## src/rtl/imm_gen_pkg.sv

```systemverilog
// Shared opcode constants and immediate-format encoding for the RISC-V decode-stage
// immediate generator.
package imm_gen_pkg;

    localparam logic [6:0] OPC_LOAD    = 7'b0000011;
    localparam logic [6:0] OPC_OPIMM   = 7'b0010011;
    localparam logic [6:0] OPC_OPIMM32 = 7'b0011011;
    localparam logic [6:0] OPC_JALR    = 7'b1100111;
    localparam logic [6:0] OPC_STORE   = 7'b0100011;
    localparam logic [6:0] OPC_BRANCH  = 7'b1100011;
    localparam logic [6:0] OPC_LUI     = 7'b0110111;
    localparam logic [6:0] OPC_AUIPC   = 7'b0010111;
    localparam logic [6:0] OPC_JAL     = 7'b1101111;
    localparam logic [6:0] OPC_OP      = 7'b0110011;
    localparam logic [6:0] OPC_OP32    = 7'b0111011;

    typedef enum logic [2:0] {
        FmtR    = 3'd0,
        FmtI    = 3'd1,
        FmtS    = 3'd2,
        FmtB    = 3'd3,
        FmtU    = 3'd4,
        FmtJ    = 3'd5,
        FmtNone = 3'd7
    } imm_fmt_t;

    function automatic imm_fmt_t opcode_fmt(input logic [6:0] opc);
        imm_fmt_t f;
        case (opc)
            OPC_LOAD, OPC_OPIMM, OPC_OPIMM32, OPC_JALR: f = FmtI;
            OPC_STORE:                                 f = FmtS;
            OPC_BRANCH:                                f = FmtB;
            OPC_LUI, OPC_AUIPC:                        f = FmtU;
            OPC_JAL:                                   f = FmtJ;
            OPC_OP, OPC_OP32:                          f = FmtR;
            default:                                   f = FmtNone;
        endcase
        return f;
    endfunction

endpackage

```

## src/rtl/imm_format_decode.sv

```systemverilog
// Combinational immediate decoder: opcode -> format, illegal flag and sign-extended
// immediate.
module imm_format_decode
    import imm_gen_pkg::*;
#(
    parameter int unsigned XLEN = 64
) (
    input  logic [31:0]     instr,
    output logic [XLEN-1:0] imm,
    output imm_fmt_t        fmt,
    output logic            illegal
);

    // Built at 64 bits and truncated, so XLEN=32 needs no special casing.
    logic [63:0] imm64;

    always_comb begin
        fmt     = opcode_fmt(instr[6:0]);
        illegal = (fmt == FmtNone);
        imm64   = '0;
        case (fmt)
            FmtI: imm64 = {{52{instr[31]}}, instr[31:20]};
            FmtS: imm64 = {{52{instr[31]}}, instr[31:25], instr[11:7]};
            FmtB: imm64 = {{51{instr[31]}}, instr[31], instr[7], instr[30:25],
                           instr[11:8], 1'b0};
            FmtU: imm64 = {{32{instr[31]}}, instr[31:12], 12'b0};
            FmtJ: imm64 = {{43{instr[31]}}, instr[31], instr[19:12], instr[20],
                           instr[30:21], 1'b0};
            default: imm64 = '0;
        endcase
    end

    assign imm = imm64[XLEN-1:0];

endmodule

```

## src/rtl/imm_gen_pipe.sv

```systemverilog
// Registered immediate generator: decode on the input side, 2-entry skid buffer with
// valid/ready handshake, flush and synchronous reset on the output side.
module imm_gen_pipe
    import imm_gen_pkg::*;
#(
    parameter int unsigned XLEN  = 64,
    parameter int unsigned TAG_W = 32
) (
    input  logic             clk,
    input  logic             reset,
    input  logic             flush,
    input  logic             in_valid,
    output logic             in_ready,
    input  logic [31:0]      in_instr,
    input  logic [TAG_W-1:0] in_tag,
    output logic             out_valid,
    input  logic             out_ready,
    output logic [XLEN-1:0]  out_imm,
    output logic [2:0]       out_fmt,
    output logic             out_illegal,
    output logic [TAG_W-1:0] out_tag
);

    if (!(XLEN == 32 || XLEN == 64)) begin : g_bad_xlen
        $error("imm_gen_pipe: XLEN must be 32 or 64");
    end

    logic [XLEN-1:0] dec_imm;
    imm_fmt_t        dec_fmt;
    logic            dec_illegal;

    imm_format_decode #(
        .XLEN(XLEN)
    ) u_decode (
        .instr  (in_instr),
        .imm    (dec_imm),
        .fmt    (dec_fmt),
        .illegal(dec_illegal)
    );

    // Slot 0 is always the head; slot 1 only holds data when count is 2.
    logic [1:0]       count_q, count_d;
    logic [XLEN-1:0]  imm_q [2];
    logic [XLEN-1:0]  imm_d [2];
    imm_fmt_t         fmt_q [2];
    imm_fmt_t         fmt_d [2];
    logic             ill_q [2];
    logic             ill_d [2];
    logic [TAG_W-1:0] tag_q [2];
    logic [TAG_W-1:0] tag_d [2];

    logic push, pop;

    assign in_ready  = (count_q != 2'd2);
    assign out_valid = (count_q != 2'd0);
    assign push      = in_valid && in_ready && !flush;
    assign pop       = out_valid && out_ready;

    always_comb begin
        count_d = count_q;
        for (int i = 0; i < 2; i++) begin
            imm_d[i] = imm_q[i];
            fmt_d[i] = fmt_q[i];
            ill_d[i] = ill_q[i];
            tag_d[i] = tag_q[i];
        end

        if (flush) begin
            count_d = 2'd0;
        end else begin
            unique case (count_q)
                2'd0: begin
                    if (push) begin
                        imm_d[0] = dec_imm;
                        fmt_d[0] = dec_fmt;
                        ill_d[0] = dec_illegal;
                        tag_d[0] = in_tag;
                        count_d  = 2'd1;
                    end
                end
                2'd1: begin
                    if (push && pop) begin
                        imm_d[0] = dec_imm;
                        fmt_d[0] = dec_fmt;
                        ill_d[0] = dec_illegal;
                        tag_d[0] = in_tag;
                    end else if (push) begin
                        imm_d[1] = dec_imm;
                        fmt_d[1] = dec_fmt;
                        ill_d[1] = dec_illegal;
                        tag_d[1] = in_tag;
                        count_d  = 2'd2;
                    end else if (pop) begin
                        count_d = 2'd0;
                    end
                end
                2'd2: begin
                    if (pop) begin
                        imm_d[0] = imm_q[1];
                        fmt_d[0] = fmt_q[1];
                        ill_d[0] = ill_q[1];
                        tag_d[0] = tag_q[1];
                        count_d  = 2'd1;
                    end
                end
                default: count_d = 2'd0;
            endcase
        end
    end

    always_ff @(posedge clk) begin
        if (reset) begin
            count_q <= 2'd0;
            for (int i = 0; i < 2; i++) begin
                imm_q[i] <= '0;
                fmt_q[i] <= FmtNone;
                ill_q[i] <= 1'b0;
                tag_q[i] <= '0;
            end
        end else begin
            count_q <= count_d;
            for (int i = 0; i < 2; i++) begin
                imm_q[i] <= imm_d[i];
                fmt_q[i] <= fmt_d[i];
                ill_q[i] <= ill_d[i];
                tag_q[i] <= tag_d[i];
            end
        end
    end

    assign out_imm     = imm_q[0];
    assign out_fmt     = fmt_q[0];
    assign out_illegal = ill_q[0];
    assign out_tag     = tag_q[0];

endmodule

```

## config.mk

```make
export PLATFORM = sky130hd
export DESIGN_NAME = imm_gen_pipe
export DESIGN_NICKNAME = d
export VERILOG_FILES = /design/src/rtl/imm_gen_pkg.sv /design/src/rtl/imm_format_decode.sv /design/src/rtl/imm_gen_pipe.sv
export SDC_FILE = /design/constraint.sdc
export NUM_CORES = 1
export LEC_CHECK = 0
export BUFFER_PORTS_ARGS = -buffer_cell sky130_fd_sc_hd__buf_2
export CORE_UTILIZATION = 39
export DETAILED_ROUTE_END_ITERATION = 16
export GPL_TIMING_DRIVEN = 0
export PLACE_DENSITY = 0.64
export SLEW_MARGIN = 20
export SYNTH_ARGS = -nofsm -noshare
export SYNTH_HDL_FRONTEND = slang
export SYNTH_SLANG_ARGS = --single-unit
export TNS_END_PERCENT = 100
```

## constraint.sdc

```tcl
create_clock -name clk -period 3.66 [get_ports clk]
set_input_delay 0.366 -clock clk [delete_from_list [all_inputs] [get_ports clk]]
set_output_delay 0.366 -clock clk [all_outputs]
set_load 0.02 [all_outputs]
```

==> impl_metrics.env <==
export IMPL_status="finished clean"
export IMPL_gp_congestion=0.818
export IMPL_grt_usage=0.213
export IMPL_critPathSlowestCell="dfxtp_1"
export IMPL_crit_chain="nor2b_1, inv_2, clkbuf_1, buf_2"
export IMPL_switchingPower_mw=1.01
export IMPL_die_x_um=133
export IMPL_crit_path_max_incr_delay_ns=0.42
export IMPL_period_share=0.629
export IMPL_mappedNetlistArea_um2=6710
export IMPL_first_iter_violations=442
export IMPL_hold_viol=0
export IMPL_diodes=0
export IMPL_synth_fp_nets=904
export IMPL_critPathKind="reg -> out"
export IMPL_grt_start_max_net_pins=35
export IMPL_cts_max_level=4
export IMPL_swShare=0.256
export IMPL_cts_setup_buffers=0
export IMPL_ir_worst_vdd_mv=0.353
export IMPL_fp_dieH_um=133
export IMPL_cp_arrival_ns=1.94
export IMPL_whs_path_depth=2
export IMPL_die_area_um2=17700
export IMPL_clock_latency_ns=0.43
export IMPL_pwr_share_seq=0.401
export IMPL_critPathRequiredTime_ns=3.29
export IMPL_final_nets=1092
export IMPL_setup_tns_ns=0
export IMPL_yosysTopAreaCellShare=0.411
export IMPL_wl_met1_um=8760
export IMPL_power_density_nw_per_um2=467
export IMPL_tightest_slew_ns=0.740
export IMPL_fmax_mhz=434
export IMPL_ys_async_sr_fraction=0
export IMPL_cts_resized=0
export IMPL_min_from="out_ready"
export IMPL_start_kind="flop"
export IMPL_yosysWarnings=0
export IMPL_hp_class="in -> reg"
export IMPL_rows=47
export IMPL_relSlewSlack=0.507
export IMPL_setup_viol=0
export IMPL_wl_met2_um=8640
export IMPL_p_clk_frac=0.464
export IMPL_hpwl_um=13800
export IMPL_total_power_mw=3.96
export IMPL_grt_pass1_wl_um=29700
export IMPL_synth_largest_area_cell="dfxtp_1"
export IMPL_area_growth_pct=26.2
export IMPL_crit_path_start="count_q[1]$_SDFFE_PP0P_"
export IMPL_io_pins=171
export IMPL_syn_inst=835
export IMPL_portBuffers=169
export IMPL_synthTopCellsByArea="dfxtp_1 41%, buf_4 11%, nand2_1 9.8%, nor2_1 5.6%, a311oi_1 4.2%"
export IMPL_wl_um=18800
export IMPL_clock_sinks=138
export IMPL_fin_skew_ns=0.0165
export IMPL_rsz0062_at_grt="false"
export IMPL_ant_nets=0
export IMPL_viasPerCell=5.00
export IMPL_worstPathMaxFanout=10
export IMPL_layout_min_cycle_time_ns=2.30
export IMPL_initial_core_util=0.402
export IMPL_overflow=0
export IMPL_pre_cts_ws_ns=1.37
export IMPL_syn_avg_cell_area_um2=8.04
export IMPL_clk_pin_slew_ns=0.06
export IMPL_endpoint_kind="output port"
export IMPL_ys_ff_latch=138
export IMPL_cell_internal_pwr_mw=2.94
export IMPL_synth_edff_count=0
export IMPL_dr_pass1_iters=5
export IMPL_drc_errors=0
export IMPL_drive_gt1_frac=0.334
export IMPL_synth_distinct_cells=54
export IMPL_p_leak_nw=3.72
export IMPL_layout_commonest_cell="buf_2"
export IMPL_top_layer="met4"
export IMPL_r2r_start="count_q[1]$_SDFFE_PP0P_"
export IMPL_ys_flop_type="dfxtp_1"
export IMPL_setup_ws_ns=1.36
export IMPL_grt_antenna_before_repair=0
export IMPL_core_area_um2=16700
export IMPL_whs_ns=0.167
export IMPL_stdcell_area_um2=8470
export IMPL_vias=6283
export IMPL_combPwrFrac=0.135
export IMPL_tritoncts="built"
export IMPL_wl_met3_um=1170
export IMPL_grt_pass1_vias=5650
export IMPL_maxCapViolCount=0
export IMPL_root_buffer="clkbuf_16"
export IMPL_numCtsBuffers=17
export IMPL_final_cell_mix="185 x buf_2, 176 x nand2_1, 137 x dfxtp_1"
export IMPL_cts_hold_buf=0
export IMPL_place_area_um2=7840
export IMPL_clk_path_buf_depth=2
export IMPL_seq_area_frac_synth=0.411
export IMPL_final_max_slew_viol_count=0
export IMPL_post_drt_wl_per_cell_um=15.0
export IMPL_reg2reg_depth=7
==> Yosys cell counts, drive strengths merged (4+ instances only) <==
master and n:
nor3 24, buf 126, o21a 11, o22ai 5, or2 4, a22o 12, nand2b 7, a221oi 11
nor2 100, a21oi 55, a311oi 32, nand2 176, clkbuf 36, o21ai 9, a211oi 23, nor4 10
nor2b 8, dfxtp 138, a22oi 10, nand3b 4
==> critical path: cells and delay by family (launching register included) <==
family	cells	cell delay, ns
flops	1	0.42
buf+inv	3	0.72
simple gates	1	0.36
==> layout make-up <==
class	count	area [um^2]
inverters	3	11.3
clock inverters	13	191
flip-flops and latches	138	2760
multi-input cells	532	2910
plain buffers	162	1030
repair buffers	169	846
clock buffers	19	443
fillers	1682	8230
well taps	220	275
==> metal layers <==
layer	GRT usage	up-vias
met2	0.341	222
li1	-	3164
met5	0	-
met1	0.290	2875
met4	0.0663	0
met3	0.0419	22
==> logic make-up after synthesis <==
family / count (synthesis) / share of synthesized area
AOI/OAI and AO/OA: 185 / 0.211
buffers and inverters: 165 / 0.156
DFF: 138 / 0.411
muxes: 2 / 0.00298
and+or+nand+nor: 345 / 0.219
==> stage by stage <==
stage | util | cells
after floorplan | - | 835
after global placement | 0.469 | 1224
after detailed placement | 0.469 | 1224
after CTS | 0.507 | 1256
after global routing | 0.507 | 1256
final | 0.507 | 1256
==> registers in the layout, indices dropped and copies added (netlist names) <==
name and count:
tag_q 64, fmt_q 6, count_q 2, imm_q 64, ill_q 2
==> final timing paths <==
check	slack, ns	endpoint
worst max-delay path	1.36	in_ready
worst min-delay path	0.17	count_q[1]$_SDFFE_PP0P_
worst max register to register	1.47	imm_q[0][6]$_SDFFE_PP0P_
worst min register to register	0.46	tag_q[0][52]$_SDFFE_PP0P_
==> power by group through the flow <==
stage | registers [mW] | clock network [mW] | logic (mW)
floorplan | 1.61 | 0 | 0.362
CTS | 1.59 | 1.86 | 0.539
global placement | 1.62 | 0 | 0.536
finish | 1.59 | 1.84 | 0.535
global route | 1.59 | 1.93 | 0.579
detailed placement | 1.62 | 0 | 0.537
Power figures use the tool's default switching activity.
